[src/rtl/btb_pkg.sv]
// ============================================================================
// btb_pkg : shared types and constants for the branch target buffer table
// Rev 1.0 : initial release
// ============================================================================
`default_nettype none

package btb_pkg;

   localparam int NUM_ENTRIES = 8;
   localparam int IDX_W       = 3;
   localparam int TAG_W       = 21;
   localparam int BIAS_W      = 32;
   localparam int ENTRY_W     = TAG_W + BIAS_W;

   typedef struct packed {
      logic [TAG_W-1:0]  tag;
      logic [BIAS_W-1:0] bias;
   } btb_entry_t;

   // Tag MSB set marks an empty slot; bias 4 means "fall through" if ever used.
   localparam btb_entry_t INVALID_ENTRY = '{tag: {1'b1, {(TAG_W-1){1'b0}}}, bias: 32'd4};

   typedef enum logic [0:0] {
      BTB_IDLE  = 1'b0,
      BTB_FLUSH = 1'b1
   } btb_state_e;

   function automatic logic entry_valid(input btb_entry_t e);
      return ~e.tag[TAG_W-1];
   endfunction

endpackage

`default_nettype wire

[src/rtl/btb_match_enc.sv]
// ============================================================================
// btb_match_enc : parallel tag compare over all entries, lowest-index hit
// Rev 1.0 : initial release
// ============================================================================
`default_nettype none

module btb_match_enc
   import btb_pkg::*;
(
   input  btb_entry_t [NUM_ENTRIES-1:0] entries_i,
   input  logic [TAG_W-1:0]             tag_i,
   output logic                         hit_o,
   output logic [IDX_W-1:0]             hit_idx_o
);

   logic [NUM_ENTRIES-1:0] w_match;

   generate
      for (genvar i = 0; i < NUM_ENTRIES; i++) begin : g_cmp
         assign w_match[i] = entry_valid(entries_i[i]) && (entries_i[i].tag == tag_i);
      end
   endgenerate

   // Scan downwards so the lowest matching index wins.
   always_comb begin
      hit_o     = |w_match;
      hit_idx_o = '0;
      for (int i = NUM_ENTRIES - 1; i >= 0; i--) begin
         if (w_match[i]) hit_idx_o = IDX_W'(i);
      end
   end

endmodule

`default_nettype wire

[src/rtl/btb_table.sv]
// ============================================================================
// btb_table : BTB entry storage with dedup-on-write, multi-cycle flush, stats
// Rev 1.0 : initial release
// ============================================================================
`default_nettype none

module btb_table
   import btb_pkg::*;
(
   input  logic                          clk,
   input  logic                          rst,
   input  logic                          update_predictor_i,
   input  logic [IDX_W-1:0]              update_adr_i,
   input  logic [ENTRY_W-1:0]            update_val_i,
   input  logic                          flush_req_i,
   output logic                          flush_busy_o,
   output btb_entry_t [NUM_ENTRIES-1:0]  predictor_o,
   output logic [IDX_W:0]                occupancy_o,
   output logic [31:0]                   update_cnt_o
);

   btb_entry_t [NUM_ENTRIES-1:0] table_q;
   btb_state_e                   state_q;
   logic [IDX_W-1:0]             idx_q;
   logic [IDX_W:0]               occ_q;
   logic [31:0]                  cnt_q;
   logic                         busy_q;

   btb_entry_t       w_new;
   logic             w_hit;
   logic [IDX_W-1:0] w_hit_idx;
   logic [IDX_W-1:0] w_tgt;
   logic             w_accept;
   logic             w_tgt_empty;
   logic             w_we;
   logic [IDX_W-1:0] w_widx;
   btb_entry_t       w_wdata;

   assign w_new = btb_entry_t'(update_val_i);

   btb_match_enc u_match (
      .entries_i (table_q),
      .tag_i     (w_new.tag),
      .hit_o     (w_hit),
      .hit_idx_o (w_hit_idx)
   );

   assign w_accept    = (state_q == BTB_IDLE) && !flush_req_i && update_predictor_i
                        && entry_valid(w_new);
   assign w_tgt       = w_hit ? w_hit_idx : update_adr_i;
   assign w_tgt_empty = !entry_valid(table_q[w_tgt]);

   // Single write port shared between update writes and flush clears.
   always_comb begin
      w_we    = 1'b0;
      w_widx  = w_tgt;
      w_wdata = w_new;
      if (state_q == BTB_FLUSH) begin
         w_we    = 1'b1;
         w_widx  = idx_q;
         w_wdata = INVALID_ENTRY;
      end else if (w_accept) begin
         w_we = 1'b1;
      end
   end

   always_ff @(posedge clk) begin
      if (rst) begin
         for (int i = 0; i < NUM_ENTRIES; i++) table_q[i] <= INVALID_ENTRY;
         state_q <= BTB_IDLE;
         idx_q   <= '0;
         occ_q   <= '0;
         cnt_q   <= '0;
         busy_q  <= 1'b0;
      end else begin
         if (w_we) table_q[w_widx] <= w_wdata;
         case (state_q)
            BTB_IDLE: begin
               if (flush_req_i) begin
                  state_q <= BTB_FLUSH;
                  idx_q   <= '0;
                  busy_q  <= 1'b1;
               end else if (w_accept) begin
                  if (w_tgt_empty) occ_q <= occ_q + 1'b1;
                  if (cnt_q != 32'hFFFF_FFFF) cnt_q <= cnt_q + 32'd1;
               end
            end
            BTB_FLUSH: begin
               idx_q <= idx_q + 1'b1;
               if (idx_q == IDX_W'(NUM_ENTRIES - 1)) begin
                  state_q <= BTB_IDLE;
                  busy_q  <= 1'b0;
                  occ_q   <= '0;
               end
            end
            default: state_q <= BTB_IDLE;
         endcase
      end
   end

   generate
      for (genvar i = 0; i < NUM_ENTRIES; i++) begin : g_out
         assign predictor_o[i] = (state_q == BTB_FLUSH) ? INVALID_ENTRY : table_q[i];
      end
   endgenerate

   assign flush_busy_o = busy_q;
   assign occupancy_o  = occ_q;
   assign update_cnt_o = cnt_q;

endmodule

`default_nettype wire
[config.mk]
export PLATFORM = sky130hd
export DESIGN_NAME = btb_table
export DESIGN_NICKNAME = d
export VERILOG_FILES = /design/src/rtl/btb_pkg.sv /design/src/rtl/btb_match_enc.sv /design/src/rtl/btb_table.sv
export SDC_FILE = /design/constraint.sdc
export NUM_CORES = 1
export LEC_CHECK = 0
export CORE_ASPECT_RATIO = 1.2
export CORE_UTILIZATION = 45
export DETAILED_ROUTE_END_ITERATION = 12
export GPL_TIMING_DRIVEN = 1
export HOLD_SLACK_MARGIN = 0.05
export MAX_ROUTING_LAYER = met4
export PLACE_DENSITY = 0.82
export SYNTH_ARGS = -nofsm -noshare
export SYNTH_HDL_FRONTEND = slang
export SYNTH_SLANG_ARGS = --single-unit
[constraint.sdc]
create_clock -name clk -period 7.8 [get_ports clk]
set_clock_uncertainty 0.05 [all_clocks]
set_input_delay 1.95 -clock clk [delete_from_list [all_inputs] [get_ports clk]]
set_output_delay 1.95 -clock clk [all_outputs]
set_load 0.02 [all_outputs]
; After elaboration in Yosys (flattened, before gate mapping)
; Index checks and enable logic that the tools add are counted.
[classes]
n_addsub = 3
magnitude_cmp = 3
eq_ne = 15
muxes = 39
bitwise = 11
n_reduce_logical = 17
[ops]
columns = cell, count
row1 = 53-bit two-way mux, 11
row2 = 424-bit bitwise mux, 1
row3 = 21-bit equality test, 8
row4 = 53-bit binary-select mux with 3-bit select, 1
row5 = 53-bit demux with 3-bit select, 1
row6 = 3-bit two-way mux, 11
row7 = 32-bit by 1-bit adder with 32-bit output (second input constant), 1
row8 = 32-bit inequality test (second input constant), 1
row9 = 4-bit two-way mux, 4
row10 = 1-bit logical AND, 12
row11 = 1-bit NOT, 11
row12 = 3-bit by 4-bit less-than comparator with 1-bit output (second input constant), 2
row13 = 2-bit inequality test (second input constant), 4
row14 = 4-bit one-hot mux with 2 select lines, 1
row15 = 4-bit AND reduction, 2
row16 = 8-bit OR reduction, 1
row17 = 1-bit two-way mux, 6
row18 = 3-bit one-hot mux with 2 select lines, 1
row19 = 4-bit by 1-bit adder with 4-bit output (second input constant), 1
row20 = 1-bit one-hot mux with 2 select lines, 2
row21 = 3-bit by 1-bit adder with 3-bit output (second input constant), 1
row22 = 3-bit equality test (second input constant), 1
row23 = 3-bit by 1-bit greater-or-equal comparator with 1-bit output (second input constant), 1
row24 = 2-bit by 1-bit inequality test with 1-bit output (second input constant), 1
row25 = other kinds (2), 2
[totals]
ff_bits = 465
input_bits = 60
out_inout_bits = 461
word_cells = 109

; Longest topological paths before layout
[depth]
depth_word = 17
ltp_mapped = 14
depth_no_buf = 10

; Hierarchy
; From an unflattened synthesis, not the netlist that was laid out.
[hier_totals]
hier_cells = 2929
hier_area_um2 = 22220.1
[modules_own_cells]
columns = mod, instances, cells_each, area_per_inst_um2, seq_area_each_um2
row1 = btb_table, 1, 2670, 20225.6, 9308.9
row2 = btb_match_enc, 1, 259, 1994.4, 0.0

; Least setup slack after synthesis
; OpenSTA, ideal clock, no wires.
[synth_path]
path_type = in2reg
from = in update_val_i[33]
to = reg table_q[106] (netlist name)
setup_ns = 0.073
t_arrival_ns = 4.267
required_ns = 7.677
slack_ns = 3.410
path_stages = 13
path_buffers = 3
path_cell_list = buf_4 -> xor2_1 -> nor4_1 -> nand4_1 -> nor3_4 -> nor4b_4 -> nor2b_4 -> a22o_4 -> o22a_4 -> nor3b_2 -> buf_4 -> buf_6 -> mux2i_1
[synth_between]
elab_chain_cells = 17
word_cells_on_any_way = 33
cone_classes = 2 x order compare / 8 x eq/ne / 13 x mux / 10 x reduce/logical
[synth_rtl]
columns = element, line
row1 = start: declaration, btb_table.sv:14  ; input logic [ENTRY_W-1:0] update_val_i,
row2 = 21-bit equality test, btb_match_enc.sv:20  ; assign w_match[i] = entry_valid(entries_i[i]) && (entries_i[i].tag == tag_i);
row3 = 1-bit logical AND, btb_match_enc.sv:20
row4 = 3-bit two-way mux (8 in series), btb_match_enc.sv:29  ; if (w_match[i]) hit_idx_o = IDX_W'(i);
row5 = 3-bit two-way mux *, btb_table.sv:50  ; assign w_tgt = w_hit ? w_hit_idx : update_adr_i;
row6 = 3-bit two-way mux *, btb_table.sv:58  ; if (state_q == BTB_FLUSH) begin
row7 = 3-bit by 4-bit less-than comparator with 1-bit output (not written as such) or 3-bit by 1-bit greater-or-equal comparator with 1-bit output (tied branches), btb_table.sv:76  ; if (w_we) table_q[w_widx] <= w_wdata;
row8 = 1-bit logical AND (not written as such), btb_table.sv:76
row9 = 53-bit two-way mux (not written as such), btb_table.sv:76
row10 = 53-bit demux with 3-bit select *, btb_table.sv:76
row11 = 424-bit bitwise mux *, btb_table.sv:76
row12 = end signal: indexed assignment, btb_table.sv:76
row13 = end: declaration, btb_table.sv:22  ; btb_entry_t [NUM_ENTRIES-1:0] table_q;
; Mark *: on every way between the ends. The rest lies on a longest branch, timed or not.
; A chain may end at the register's enable or synchronous reset.

; Worst setup path in the final report
[layout_path]
from = in update_val_i[33]
to = reg table_q[20] (netlist name)
; Same word-level chain as after synthesis.

==> key figures <==
Logic synthesis
  • Post-Synth Simple-Gate Area: 0.2498
  • Seq/Total Area, Yosys: 0.4194
  • Post-synthesis cell count: 2406
  • Post-synth top area share: 0.4194
  • Top FF cell, synth: dfxtp_1
  • Mux share of post-synthesis cell area: 0.1901
  • Synth area leaders: dfxtp_1 (42%), mux2i_1 (19%), nor2b_1 (12%)
  • Adder-cell area share of the yosys netlist: 0.002255
  • Net Count, Synth: about 2500
  • Distinct cells, synth: 57
  • Compound-Gate Fraction of Synth Area: 0.01646
  • Number of synthesized flops with an enable pin: 0
  • Most frequent cells after synthesis: nand2_1 (490), dfxtp_1 (465), mux2i_1 (419)
  • Number of synthesized register bits: 465
  • XOR/XNOR share of the synthesized area: 0.07379
  • Largest family of logic cells by synthesized area: simple AND/OR/NAND/NOR gates
  • Area leader, netlist: dfxtp_1
  • Synth Cell Area: 22200 um^2
  • YS warnings: 0
  • Syn avg cell area: 9.225 um^2
  • Ys async rst share: 0
  • Most frequent cell after synthesis: nand2_1

Floorplanning
  • Initial Utilization: 0.4592
  • Row cnt: between 80 and 90
  • Die area: 50220 um^2
  • Die X: a little over 200 um
  • Core area: about 48000 um^2
  • # IOs: roughly 520
  • Die Y: between 200 and 250 um

Timing
  • Final TNS setup: 0 ps
  • Final Max Slew Viols: 0
  • Setup WS post-layout: 1824 ps
  • Slew @ Worst Pin: between 1000 and 1500 ps
  • Min Tclk post-route: around 6000 ps
  • Fin. Hold Viols: 0
  • Setup violations, final: 0
  • Period utilization: 0.7662
  • Max-slew headroom: 0.2117
  • F_max: approximately 0.17 GHz
  • RSZ-0062 raised after global routing: false

Pwr
  • Sw frac: 0.2540
  • Internal: between 3000 and 4000 uW
  • Clk pwr share: 0.438
  • Pleak: between 0.01 and 0.015 uW
  • Peak supply drop: around 0.15 mV
  • Switching power: ~1300 uW
  • Sequential power share: 0.463
  • PwrDens: approximately 180 nW/um^2
  • Combinational share of power: 0.099

Cells and area
  • Nets: between 2000 and 3000
  • Fin cells: ~3500
  • Final Instance Area: roughly 29000 um^2
  • Area Growth Syn to Fin: 30.25%
  • Fraction of layout cells with a size suffix above 1: 0.04450
  • Final Util: 0.5981

Worst setup path
  • Critical path launch point type: primary input
  • Crit path kind: in2reg
  • Reg2Reg Setup Slack: between 3000 and 4000 ps
  • Worst Reg2Reg Path Length in Cells: 11
  • Crit. End Element: flop
  • WP data required: between 8000 and 9000 ps
  • Reg-to-reg startpoint: table_q[139]
  • CP Max Fanout: 52
  • FF-to-FF End: table_q[20]
  • Critical path data arrival time: 6420 ps

Worst hold path
  • Worst hold path type: reg2reg
  • Hold path cells: 2
  • Worst Hold Path EP: table_q[119]
  • Hold path start: table_q[119]

Detailed routing
  • Vias per inst: between 5 and 6
  • Via count: ~19000
  • Routed Antenna Nets: 0
  • Met3 Routed Length: 5910 um
  • DRC violations left: 0
  • DR WL met2: around 35000 um
  • Total Wirelength: approximately 75000 um
  • Top layer in use: met4
  • WL/cell: 21.59 um
  • Drt pass-1 iters: 5
  • Initial drt markers: around 1500
  • Met1 wire length: 29310 um

Outcome
  • Status: finished clean

CTS
  • Root buffer cell: clkbuf_16
  • Post-CTS Setup Inserts: 0
  • Max clock buf depth: 3
  • TritonCTS clock tree: built
  • Post-CTS Hold Buffers: 0
  • CTS clock-pin slew for the worst setup and hold paths: ~60 ps
  • Clock Latency Late Sink: 590 ps
  • # H-tree levels: 2
  • Num CTS Buffers: 48
  • Post_cts resized: 0
  • Clock sink count: ~470

Placed design
  • HPWL after detailed placement: roughly 52000 um
  • DP Area: 27350 um^2
  • I/O Buffers: between 500 and 600
  • GP Congestion: 0.9736
  • Setup WS pre-CTS: approximately 1300 ps
  • Placed cells: ~3400

GRT
  • Initial antenna violation count: 0
  • Largest net degree at the start of global routing: 167
  • Gr usage total: 0.2967
  • First-pass GRT wire length: approximately 110000 um
  • Vias in the first global route: 18900
  • Gr ovfl total: 0

Run
  • Max-cap violations: 0
[critical path, cell delays in order]
cell,delay [ps]
clkdlybuf4s50_1,730
xnor2_1,500
nand4_1,180
nor4_1,460
nand4_1,200
nand4_2,260
a211oi_1,80
a21oi_1,470
nand2_1,250
nor2_4,140
buf_4,830
mux2i_1,300
[flip-flops by register name, summed over array words and instances, names as in the netlist]
| register | flops |
|---|---|
| flush_busy_o | 1 |
| idx_q | 3 |
| occupancy_o | 4 |
| state_q | 1 |
| table_q | 424 |
| update_cnt_o | 32 |
[metal layers]
metal	vias up	track usage
li1	8671	-
met1	9023	0.3397
met2	864	0.4738
met3	240	0.06333
met4	0	0.1780
met5	-	-
[final cells by class]
cell class                 instances  area (um^2)
fill                            4092        19430
multi-input combinational       1761        11850
sequential                       465         9313
timing repair buffer             539         5355
clock buffer                      70         1425
tap                              630        788.3
clock inverter                     9        130.1
inverter                          10        45.04
antenna                            1        2.502
[power groups by stage]
stage / Combinational [uW] / Sequential, uW / Clock (uW)
final: 525 / 2460 / 2320
after global routing: 552 / 2460 / 2440
after CTS: 522 / 2460 / 2340
after detailed placement: 520 / 2510 / 0
after global placement: 513 / 2510 / 0
after floorplan: 346 / 2490 / 0
[cells in the final DEF, fill, tap and decap left out, types with 4 or more instances in the layout]
cell / n
nor2_1: 56
inv_1: 8
clkdlybuf4s50_1: 519
and3_1: 8
dfxtp_1: 464
or3_1: 6
a21oi_1: 17
clkbuf_8: 12
xnor2_1: 116
nand2_1: 490
buf_4: 18
ha_1: 4
xor2_1: 71
nor4_1: 17
nor2b_1: 410
clkbuf_1: 9
clkbuf_16: 49
or2_2: 13
nand3_1: 27
o21ai_0: 9
nor3_1: 13
mux2i_1: 419
nand4_1: 32
[cells by family (layout without fill, tap and decap cells)]
| logic type | after synthesis | count (layout) |
|---|---|---|
| adders and majority gates | 4 | 4 |
| AOI/OAI and AO/OA | 51 | 51 |
| buffers and inverters | 180 | 628 |
| and+or+nand+nor | 1098 | 1098 |
| DFF | 465 | 465 |
| xor gates and xnor gates | 187 | 187 |
| muxes | 421 | 421 |
| other | 0 | 1 |
[per-stage QoR]
step	total power, uW	hold WS (ps)
2_1_floorplan	2835	380.2
3_3_place_gp	3021	387.1
3_5_place_dp	3031	392.8
4_1_cts	5325	402.8
5_1_grt	5459	410.7
6_report	5310	401.6
[worst max-delay path by stage]
stage | from | endpoint | slack (ps) | cells after the start
4_1_cts | update_val_i[33] | table_q[44] | 1940 | 12
5_1_grt | update_val_i[33] | table_q[20] | 1590 | 12
6_report | update_val_i[33] | table_q[20] | 1820 | 12
3_3_place_gp | update_val_i[33] | table_q[24] | 1430 | 12
3_5_place_dp | update_val_i[33] | table_q[20] | 1330 | 12
2_1_floorplan | update_val_i[33] | table_q[106] | 3410 | 13
No activity file was read; power rests on OpenSTA's default activity.
